File: config.mk
export PLATFORM = sky130hd
export DESIGN_NAME = uart_tx_flat
export DESIGN_NICKNAME = d
export VERILOG_FILES = /design/src/rtl/uart_tx_if.sv /design/src/rtl/uart_tx.sv /design/src/flat_wrapper.sv
export SDC_FILE = /design/constraint.sdc
export NUM_CORES = 1
export LEC_CHECK = 0
export CELL_PAD_IN_SITES_DETAIL_PLACEMENT = 1
export CELL_PAD_IN_SITES_GLOBAL_PLACEMENT = 2
export CORE_ASPECT_RATIO = 0.7
export CORE_UTILIZATION = 49
export CTS_BUF_LIST = sky130_fd_sc_hd__clkbuf_16
export CTS_CLUSTER_SIZE = 16
export DETAILED_ROUTE_END_ITERATION = 7
export PLACE_DENSITY_LB_ADDON = 0.1
export SYNTH_ARGS = -nofsm -noshare
export SYNTH_HDL_FRONTEND = slang
export SYNTH_SLANG_ARGS = --single-unit
export TNS_END_PERCENT = 50
File: constraint.sdc
create_clock -name clk -period 4.4 [get_ports clk]
set_clock_uncertainty 0.2 [all_clocks]
set_input_delay 0.88 -clock clk [delete_from_list [all_inputs] [get_ports clk]]
set_output_delay 0.88 -clock clk [all_outputs]
set_load 0.05 [all_outputs]
File: src/rtl/uart_tx_if.sv
// uart_tx_if: byte-push interface between a memory-mapped write decoder and uart_tx.
//   wr_en   : byte-push strobe (master -> slave)
//   wr_data : byte to transmit, valid with wr_en (master -> slave)
//   full    : transmit FIFO full, push refused (slave -> master)
//   busy    : frame in progress or FIFO non-empty (slave -> master)
interface uart_tx_if;
    logic       wr_en;
    logic [7:0] wr_data;
    logic       full;
    logic       busy;

    modport master (output wr_en, output wr_data, input full, input busy);
    modport slave  (input wr_en, input wr_data, output full, output busy);
endinterface

File: src/rtl/uart_tx.sv
// uart_tx: FIFO-buffered UART transmitter, 8 data bits, 1 stop bit, LSB first.
// Optional even-parity bit enabled by defining UART_TX_PARITY_EN (8E1, 11 bit
// times per frame); default build is 8N1 (10 bit times per frame).
// Ports:
//   clk     : system clock, rising edge
//   n_reset : asynchronous active-low reset
//   bus     : uart_tx_if slave (wr_en, wr_data in; full, busy out)
//   txd     : serial line, idle high, registered
module uart_tx #(
    parameter int unsigned CLK_FREQ   = 100000000,
    parameter int unsigned BAUD       = 115200,
    parameter int unsigned FIFO_DEPTH = 8
) (
    input  logic        clk,
    input  logic        n_reset,
    uart_tx_if.slave    bus,
    output logic        txd
);

    localparam int unsigned CLKS_PER_BIT = CLK_FREQ / BAUD;
    localparam int unsigned CNT_W  = (CLKS_PER_BIT > 1) ? $clog2(CLKS_PER_BIT) : 1;
    localparam int unsigned PTR_W  = $clog2(FIFO_DEPTH);
    localparam int unsigned CNTF_W = $clog2(FIFO_DEPTH + 1);

`ifdef UART_TX_PARITY_EN
    typedef enum logic [2:0] {ST_IDLE, ST_START, ST_DATA, ST_PARITY, ST_STOP} state_t;
`else
    typedef enum logic [2:0] {ST_IDLE, ST_START, ST_DATA, ST_STOP} state_t;
`endif

    state_t             state_q, state_d;
    logic [CNT_W-1:0]   bit_cnt_q, bit_cnt_d;
    logic [2:0]         bit_idx_q, bit_idx_d;
    logic [7:0]         shift_q, shift_d;
    logic               txd_q, txd_d;
`ifdef UART_TX_PARITY_EN
    logic               parity_q, parity_d;
`endif

    logic [7:0]         fifo_mem [FIFO_DEPTH];
    logic [PTR_W-1:0]   wr_ptr_q, rd_ptr_q;
    logic [CNTF_W-1:0]  count_q;

    logic full_c;
    logic push_c;
    logic pop_c;
    logic bit_done_c;

    assign full_c     = (count_q == CNTF_W'(FIFO_DEPTH));
    assign push_c     = bus.wr_en && !full_c;
    assign pop_c      = (state_q == ST_IDLE) && (count_q != '0);
    assign bit_done_c = (bit_cnt_q == CNT_W'(CLKS_PER_BIT - 1));

    assign bus.full = full_c;
    assign bus.busy = (state_q != ST_IDLE) || (count_q != '0);
    assign txd      = txd_q;

    // FIFO storage, no reset needed: contents only read behind count
    always_ff @(posedge clk) begin
        if (push_c) begin
            fifo_mem[wr_ptr_q] <= bus.wr_data;
        end
    end

    // FIFO pointers and occupancy; a refused push never touches them
    always_ff @(posedge clk or negedge n_reset) begin
        if (!n_reset) begin
            wr_ptr_q <= '0;
            rd_ptr_q <= '0;
            count_q  <= '0;
        end else begin
            if (push_c) wr_ptr_q <= wr_ptr_q + PTR_W'(1);
            if (pop_c)  rd_ptr_q <= rd_ptr_q + PTR_W'(1);
            case ({push_c, pop_c})
                2'b10:   count_q <= count_q + CNTF_W'(1);
                2'b01:   count_q <= count_q - CNTF_W'(1);
                default: count_q <= count_q;
            endcase
        end
    end

    // Frame FSM state register
    always_ff @(posedge clk or negedge n_reset) begin
        if (!n_reset) begin
            state_q   <= ST_IDLE;
            bit_cnt_q <= '0;
            bit_idx_q <= '0;
            shift_q   <= '0;
            txd_q     <= 1'b1;
`ifdef UART_TX_PARITY_EN
            parity_q  <= 1'b0;
`endif
        end else begin
            state_q   <= state_d;
            bit_cnt_q <= bit_cnt_d;
            bit_idx_q <= bit_idx_d;
            shift_q   <= shift_d;
            txd_q     <= txd_d;
`ifdef UART_TX_PARITY_EN
            parity_q  <= parity_d;
`endif
        end
    end

    // Next state; txd_d reflects the current state so the line lags state by one cycle
    always_comb begin
        state_d   = state_q;
        bit_cnt_d = bit_cnt_q + CNT_W'(1);
        bit_idx_d = bit_idx_q;
        shift_d   = shift_q;
        txd_d     = 1'b1;
`ifdef UART_TX_PARITY_EN
        parity_d  = parity_q;
`endif
        case (state_q)
            ST_IDLE: begin
                bit_cnt_d = '0;
                if (pop_c) begin
                    state_d = ST_START;
                    shift_d = fifo_mem[rd_ptr_q];
`ifdef UART_TX_PARITY_EN
                    parity_d = ^fifo_mem[rd_ptr_q];
`endif
                end
            end
            ST_START: begin
                txd_d = 1'b0;
                if (bit_done_c) begin
                    state_d   = ST_DATA;
                    bit_cnt_d = '0;
                    bit_idx_d = '0;
                end
            end
            ST_DATA: begin
                txd_d = shift_q[0];
                if (bit_done_c) begin
                    bit_cnt_d = '0;
                    shift_d   = {1'b0, shift_q[7:1]};
                    if (bit_idx_q == 3'd7) begin
`ifdef UART_TX_PARITY_EN
                        state_d = ST_PARITY;
`else
                        state_d = ST_STOP;
`endif
                    end else begin
                        bit_idx_d = bit_idx_q + 3'd1;
                    end
                end
            end
`ifdef UART_TX_PARITY_EN
            ST_PARITY: begin
                txd_d = parity_q;
                if (bit_done_c) begin
                    state_d   = ST_STOP;
                    bit_cnt_d = '0;
                end
            end
`endif
            ST_STOP: begin
                txd_d = 1'b1;
                if (bit_done_c) begin
                    state_d   = ST_IDLE;
                    bit_cnt_d = '0;
                end
            end
            default: begin
                state_d   = ST_IDLE;
                bit_cnt_d = '0;
            end
        endcase
    end

endmodule
File: src/flat_wrapper.sv
// flat-port wrapper written by rule: the top's interface ports become plain ports
module uart_tx_flat 
#(
    parameter int unsigned CLK_FREQ   = 100000000,
    parameter int unsigned BAUD       = 115200,
    parameter int unsigned FIFO_DEPTH = 8
)
  (clk, n_reset, txd, bus_wr_en, bus_wr_data, bus_full, bus_busy);
  uart_tx_if bus_i ();
  input  logic clk;
  input  logic n_reset;
  output logic txd;
  input wire logic [$bits(bus_i.wr_en)-1:0] bus_wr_en;
  input wire logic [$bits(bus_i.wr_data)-1:0] bus_wr_data;
  output wire logic [$bits(bus_i.full)-1:0] bus_full;
  output wire logic [$bits(bus_i.busy)-1:0] bus_busy;
  assign bus_i.wr_en = bus_wr_en;
  assign bus_i.wr_data = bus_wr_data;
  assign bus_full = bus_i.full;
  assign bus_busy = bus_i.busy;
  uart_tx #(.CLK_FREQ(CLK_FREQ), .BAUD(BAUD), .FIFO_DEPTH(FIFO_DEPTH)) u_core (.clk(clk), .n_reset(n_reset), .bus(bus_i), .txd(txd));
endmodule
; ---- After elaboration in Yosys (flattened, before gate mapping)
; Memories as Yosys holds them, arrays and structs flattened.
; Cells that the tools add are included.
[totals]
mem_bits_rw = 64
elab_cells = 61
inputBits = 11
memories = 1
output_inout_bits = 3
ff_bits = 35
[mem_list]
columns = name, depth, width, read_ports, rd_clocked_by_memory_dff, write_ports, line
row1 = u_core.fifo_mem, 8, 8, 1, 0, 1, uart_tx.sv:40  ; logic [7:0] fifo_mem [FIFO_DEPTH];
[op_classes]
addsub = 6
n_mux = 18
reduce_logical = 14
eq_ne = 14
[ops]
columns = op, count
row1 = 2-to-1 mux 3 bit, 7
row2 = 2-to-1 mux 10 bit, 2
row3 = 2-to-1 mux 8 bit, 2
row4 = one-hot mux 8 bit (2 select lines), 1
row5 = one-hot mux 3 bit (4 select lines), 1
row6 = "adder 10 x 1 -> 10 bit, second input constant", 1
row7 = "== test 10 bit, second input constant", 1
row8 = "!= test 2 x 1 -> 1 bit, second input constant", 5
row9 = "adder 3 x 1 -> 3 bit, second input constant", 3
row10 = one-hot mux 4 bit (2 select lines), 1
row11 = "== test 3 x 2 -> 1 bit, second input constant", 2
row12 = one-hot mux 3 bit (2 select lines), 1
row13 = nonzero test 2 bit, 3
row14 = AND reduction 5 bit, 1
row15 = "adder 4 x 1 -> 4 bit, second input constant", 1
row16 = "== test 4 bit, second input constant", 1
row17 = AND reduction 4 bit, 1
row18 = nonzero test 4 bit, 1
row19 = "subtractor 4 x 1 -> 4 bit, second input constant", 1
row20 = "== test 3 x 1 -> 1 bit, second input constant", 1
row21 = "== test 3 bit, second input constant", 1
row22 = logical NOT 3 bit, 1
row23 = AND reduction 3 bit, 1
row24 = nonzero test 3 bit, 1
row25 = 9 further kinds, 11

; ---- Logic depth before layout (Yosys ltp)
[depth]
word_depth = 5
mapped_depth = 11

; ---- Worst setup path before layout
; OpenSTA, ideal clock, no wires.
[synth_timing]
kind = input port to flip-flop
startpoint = input bus_wr_en
endpoint = register u_core.count_q[2]
setup_time_ns = 0.126
required_time_ns = 4.074
arrival_time_ns = 2.311
slack_ns = 1.763
stages = 9
n_path_buf = 0
path_cell_list = a21boi_1 -> inv_1 -> ha_1 -> xor2_1 -> ha_1 -> a21oi_1 -> xor2_1 -> nor2_1 -> xor2_1
[synth_between]
elab_chain_cells = 3
elab_cells_between_ends = 5
cone_classes = 2 x eq/ne / 1 x mux / 2 x reduce/logical
[synth_rtl]
columns = element, line
row1 = from (decl), flat_wrapper.sv:13  ; input wire logic [$bits(bus_i.wr_en)-1:0] bus_wr_en;
row2 = logical AND 1 bit *, uart_tx.sv:50  ; assign push_c = bus.wr_en && !full_c;
row3 = == test 2 x 1 -> 1 bit / == test 2 bit (equally long branches), uart_tx.sv:74  ; case ({push_c, pop_c})
row4 = one-hot mux 4 bit (2 select lines) / nonzero test 2 bit (equally long branches), -
row5 = to (signal assigned), uart_tx.sv:75  ; 2'b10: count_q <= count_q + CNTF_W'(1);
row6 = to (signal assigned), uart_tx.sv:76  ; 2'b01: count_q <= count_q - CNTF_W'(1);
row7 = to (signal assigned), uart_tx.sv:77  ; default: count_q <= count_q;
row8 = to (decl), uart_tx.sv:42  ; logic [CNTF_W-1:0] count_q;
; Every way passes the cells marked *; elsewhere a longest branch is shown, timed or not.
; A chain may end at the register's enable or synchronous reset.

; ---- Worst setup path in the final report
[layout_timing]
startpoint = register u_core.count_q[2]
endpoint = output bus_busy
[layout_between]
elab_chain_cells = 2
[layout_rtl]
columns = element, line
row1 = nonzero test 4 bit, uart_tx.sv:55  ; assign bus.busy = (state_q != ST_IDLE) || (count_q != '0);
row2 = logical OR 1 bit, uart_tx.sv:55
row3 = to (decl), flat_wrapper.sv:16  ; output wire logic [$bits(bus_i.busy)-1:0] bus_busy;
; Every way passes these cells.

==> summary.md <==
| Metric | Value |
|---|---|
| Seq pwr share | 0.428 |
| Die height | 79.96 um |
| Crit Reg-Reg Endpoint | u_core.count_q[2] |
| Initial antenna violation count | 0 |
| I/O pin total | 14 |
| Max FO, Critical Path | 6 |
| CTS clock-pin slew for the worst setup and hold paths | 0.07 ns |
| Worst Path Class, Setup | flip-flop to primary output |
| Multiplexer area fraction after synthesis | 0.1200 |
| Switch share | 0.3176 |
| DRC violations left | 0 |
| Hold Violations, Final | 0 |
| CTS Root Cell | clkbuf_16 |
| Final setup viols | 0 |
| Worst R2R Start | u_core.count_q[2] |
| Cell row count | 28 |
| Worst Tran Pin Value | 1.105 ns |
| Crit path setup slack, layout | 1.045 ns |
| Drt wl/cell | 19.47 um |
| Synth Area in Simple Gates | 0.08588 |
| Net switching power | 0.001041 W |
| Leak | 1.834 nW |
| Maximum clock rate | 298.1 MHz |
| P_int | 0.002237 W |
| Post-Route WL | 8098 um |
| CP startpoint | u_core.count_q[2] |
| Critical path endpoint category | primary output |
| Startpoint Class | flip-flop |
| Pre-CTS setup slack | 1.136 ns |
| H-tree depth | 3 |
| Power per cell area | 678.6 nW/um^2 |
| Starting density of the core | 0.5039 |
| Yosys reg bits | 98 |
| Combinational power share | 0.296 |
| Largest net degree at the start of global routing | 25 |
| Via/cell ratio | 5.531 |
| Post-CTS resize count | 0 |
| Antenna cell count | 0 |
| Number of DRC markers in iteration 0 | 113 |
| Die Area | 9064 um^2 |
| YS warnings | 0 |
| Xor/xnor cell area share of the yosys netlist | 0.03294 |
| CTS Sinks | 98 |
| Synth Area in Adders | 0.03824 |
| Dpl hpwl | 5567 um |
| Area of the multi-input gates | 1371 um^2 |
| Worst-Skew Late Latency | 0.34 ns |
| Total global-route track usage | 0.1996 |
| Slew margin rel. | 0.2612 |
| Die X | 113.4 um |
| Layout fillers | 809 |
| Nets | 315 |
| Main synth FF type | edfxtp_1 |
| Period utilization | 0.7624 |
| Clock power frac | 0.276 |
| Hold Worst Slack | 0.2798 ns |
| Mapped Cells | 274 |
| First-pass GRT wire length | 12890 um |
| Layout cells sized above 1 | 0.1351 |
| CTS Buffer Depth | 2 |
| Post-synthesis sequential area ratio | 0.6521 |
| Outcome | complete, no violations |
| Synth Area in Compound Gates | 0.04529 |
| Final Slew Violations | 0 |
| Combinational family with the most area after synthesis | multiplexers |
| Number of CTS-inserted buffers | 9 |
| Post-synth EDFFs | 64 |
| MaxCap Viol Count | 0 |
| Overflow after GRT | 0 |
| GP Congestion | 0.7270 |
| Data arrival, critical path | 2.27 ns |
| FF+latch area | 2774 um^2 |
| Vias in the first global route | 2266 |
| Worst vdd ir | 0.0003045 V |
| Synthesized cell area | 4254 um^2 |
| Worst EP required | 3.32 ns |
| Min cycle time layout | 3.355 ns |
| TritonCTS clock tree | done |
| Core area | 8443 um^2 |
| Port Buffers | 13 |
| Asr flop ratio synth | 0.3469 |
| Post-synthesis area per instance | 15.53 um^2 |
| FF-to-FF setup slack | 1.59 ns |
| Unique masters post-synth | 44 |
| Syn nets | 298 |
| Fin Setup TNS | 0 ns |
| Postcts setup bufs | 0 |
| Hold Path Class | flip-flop to flip-flop |
| Synthesis-to-finish area growth | 13.56% |
| First-pass DRT Iterations | 4 |
| CP Cell Sequence | nor4_1 -> nand2_1 -> clkdlybuf4s50_1 |
| RSZ-0062 raised after global routing | false |
| Vias | 2301 |
| Reg2reg path depth | 9 |
| Crit path capture | bus_busy |
| Post-route ant nets | 0 |
| CP peak stage delay | 0.73 ns |
| Crit-path slowest cell | clkdlybuf4s50_1 |
| Hold buffer count at CTS | 0 |
[placed cells by master (no fill, tap or decap), types with 6 or more instances in the layout]
master and instances:
nand2_1 13, clkdlybuf4s50_1 13, ha_1 13, xor2_1 8, clkbuf_16 9, xnor2_1 8, a21oi_1 7, nor2_1 21
edfxtp_1 64, mux2_2 8, nand3_1 8, dfrtp_1 33, nor3_1 6, o21ai_0 9, mux4_2 8, inv_1 9
mux4_1 8
[critical path: cells and delay by family (launching register included)]
family,cells,cell delay [ns]
simple gates,2,0.77
buf+inv,1,0.73
flops,1,0.44
[Yosys cell counts, types with 8 or more instances]
cell type  instances  area (um^2)
edfxtp_1          64         1922
dfrtp_1           33        825.8
nor2_1            21        78.83
ha_1              13        162.7
nand2_1           13        48.80
inv_1              9        33.78
o21ai_0            9        45.04
mux2_2             8        90.09
mux4_1             8        210.2
mux4_2             8        180.2
nand3_1            8        40.04
xnor2_1            8        70.07
xor2_1             8        70.07
[worst min path at each step]
stage / start / to / depth (start not counted)
global route: u_core.shift_q[0] / u_core.txd / 1
detailed placement: u_core.shift_q[0] / u_core.txd / 1
floorplan: u_core.shift_q[0] / u_core.txd / 1
CTS: u_core.shift_q[0] / u_core.txd / 1
global placement: u_core.shift_q[0] / u_core.txd / 1
finish: u_core.shift_q[0] / u_core.txd / 1
[metrics by stage]
stage                     power, W    util  instance area, um^2  cells
final                     0.003278  0.5722                 4831    416
after global routing      0.003475  0.5722                 4831    416
after global placement    0.002377  0.5308                 4482    400
after detailed placement  0.002407  0.5308                 4482    400
after floorplan           0.002160       -                 4254    274
after CTS                 0.003319  0.5722                 4831    416
[kinds of logic (layout without fill, tap and decap cells)]
family | Yosys count | count (layout)
flip-flops | 98 | 98
AND/OR/NAND/NOR | 72 | 72
AO/OA/AOI/OAI | 29 | 29
multiplexers | 27 | 27
buffers and inverters | 19 | 41
XOR/XNOR | 16 | 16
adder cells (fa/ha/maj) | 13 | 13
[flip-flops by register name (all words and copies together) (netlist names)]
name              cells
u_core.bit_cnt_q     10
u_core.bit_idx_q      3
u_core.count_q        4
u_core.fifo_mem      64
u_core.rd_ptr_q       3
u_core.shift_q        8
u_core.state_q        2
u_core.txd            1
u_core.wr_ptr_q       3
[per-layer routing]
| layer | part of all wire | vias to the layer above | global-route usage |
|---|---|---|---|
| li1 | - | 1062 | - |
| met1 | 0.52 | 1182 | 0.3071 |
| met2 | 0.41 | 51 | 0.2724 |
| met3 | 0.060 | 6 | 0.05998 |
| met4 | 0.0088 | 0 | 0.05132 |
| met5 | 0 | - | 0 |
[power groups by stage]
| stage | Clock [W] | Combinational, W | Sequential (W) |
|---|---|---|---|
| 6_report | 0.000906 | 0.000970 | 0.00140 |
| 4_1_cts | 0.000925 | 0.000989 | 0.00141 |
| 5_1_grt | 0.000954 | 0.00108 | 0.00144 |
| 3_3_place_gp | 0 | 0.000960 | 0.00142 |
| 2_1_floorplan | 0 | 0.000836 | 0.00132 |
| 3_5_place_dp | 0 | 0.000983 | 0.00142 |
[final cells by class]
cell class                      count  share of cell area
Clock inverter                      7             0.02564
Sequential cell                    98              0.5742
Clock buffer                        9             0.04662
Tap cell                          120             0.03108
Multi-Input combinational cell    157              0.2839
Inverter                            9            0.006993
Timing Repair Buffer               16             0.03160
No activity file was read; power rests on OpenSTA's default activity.
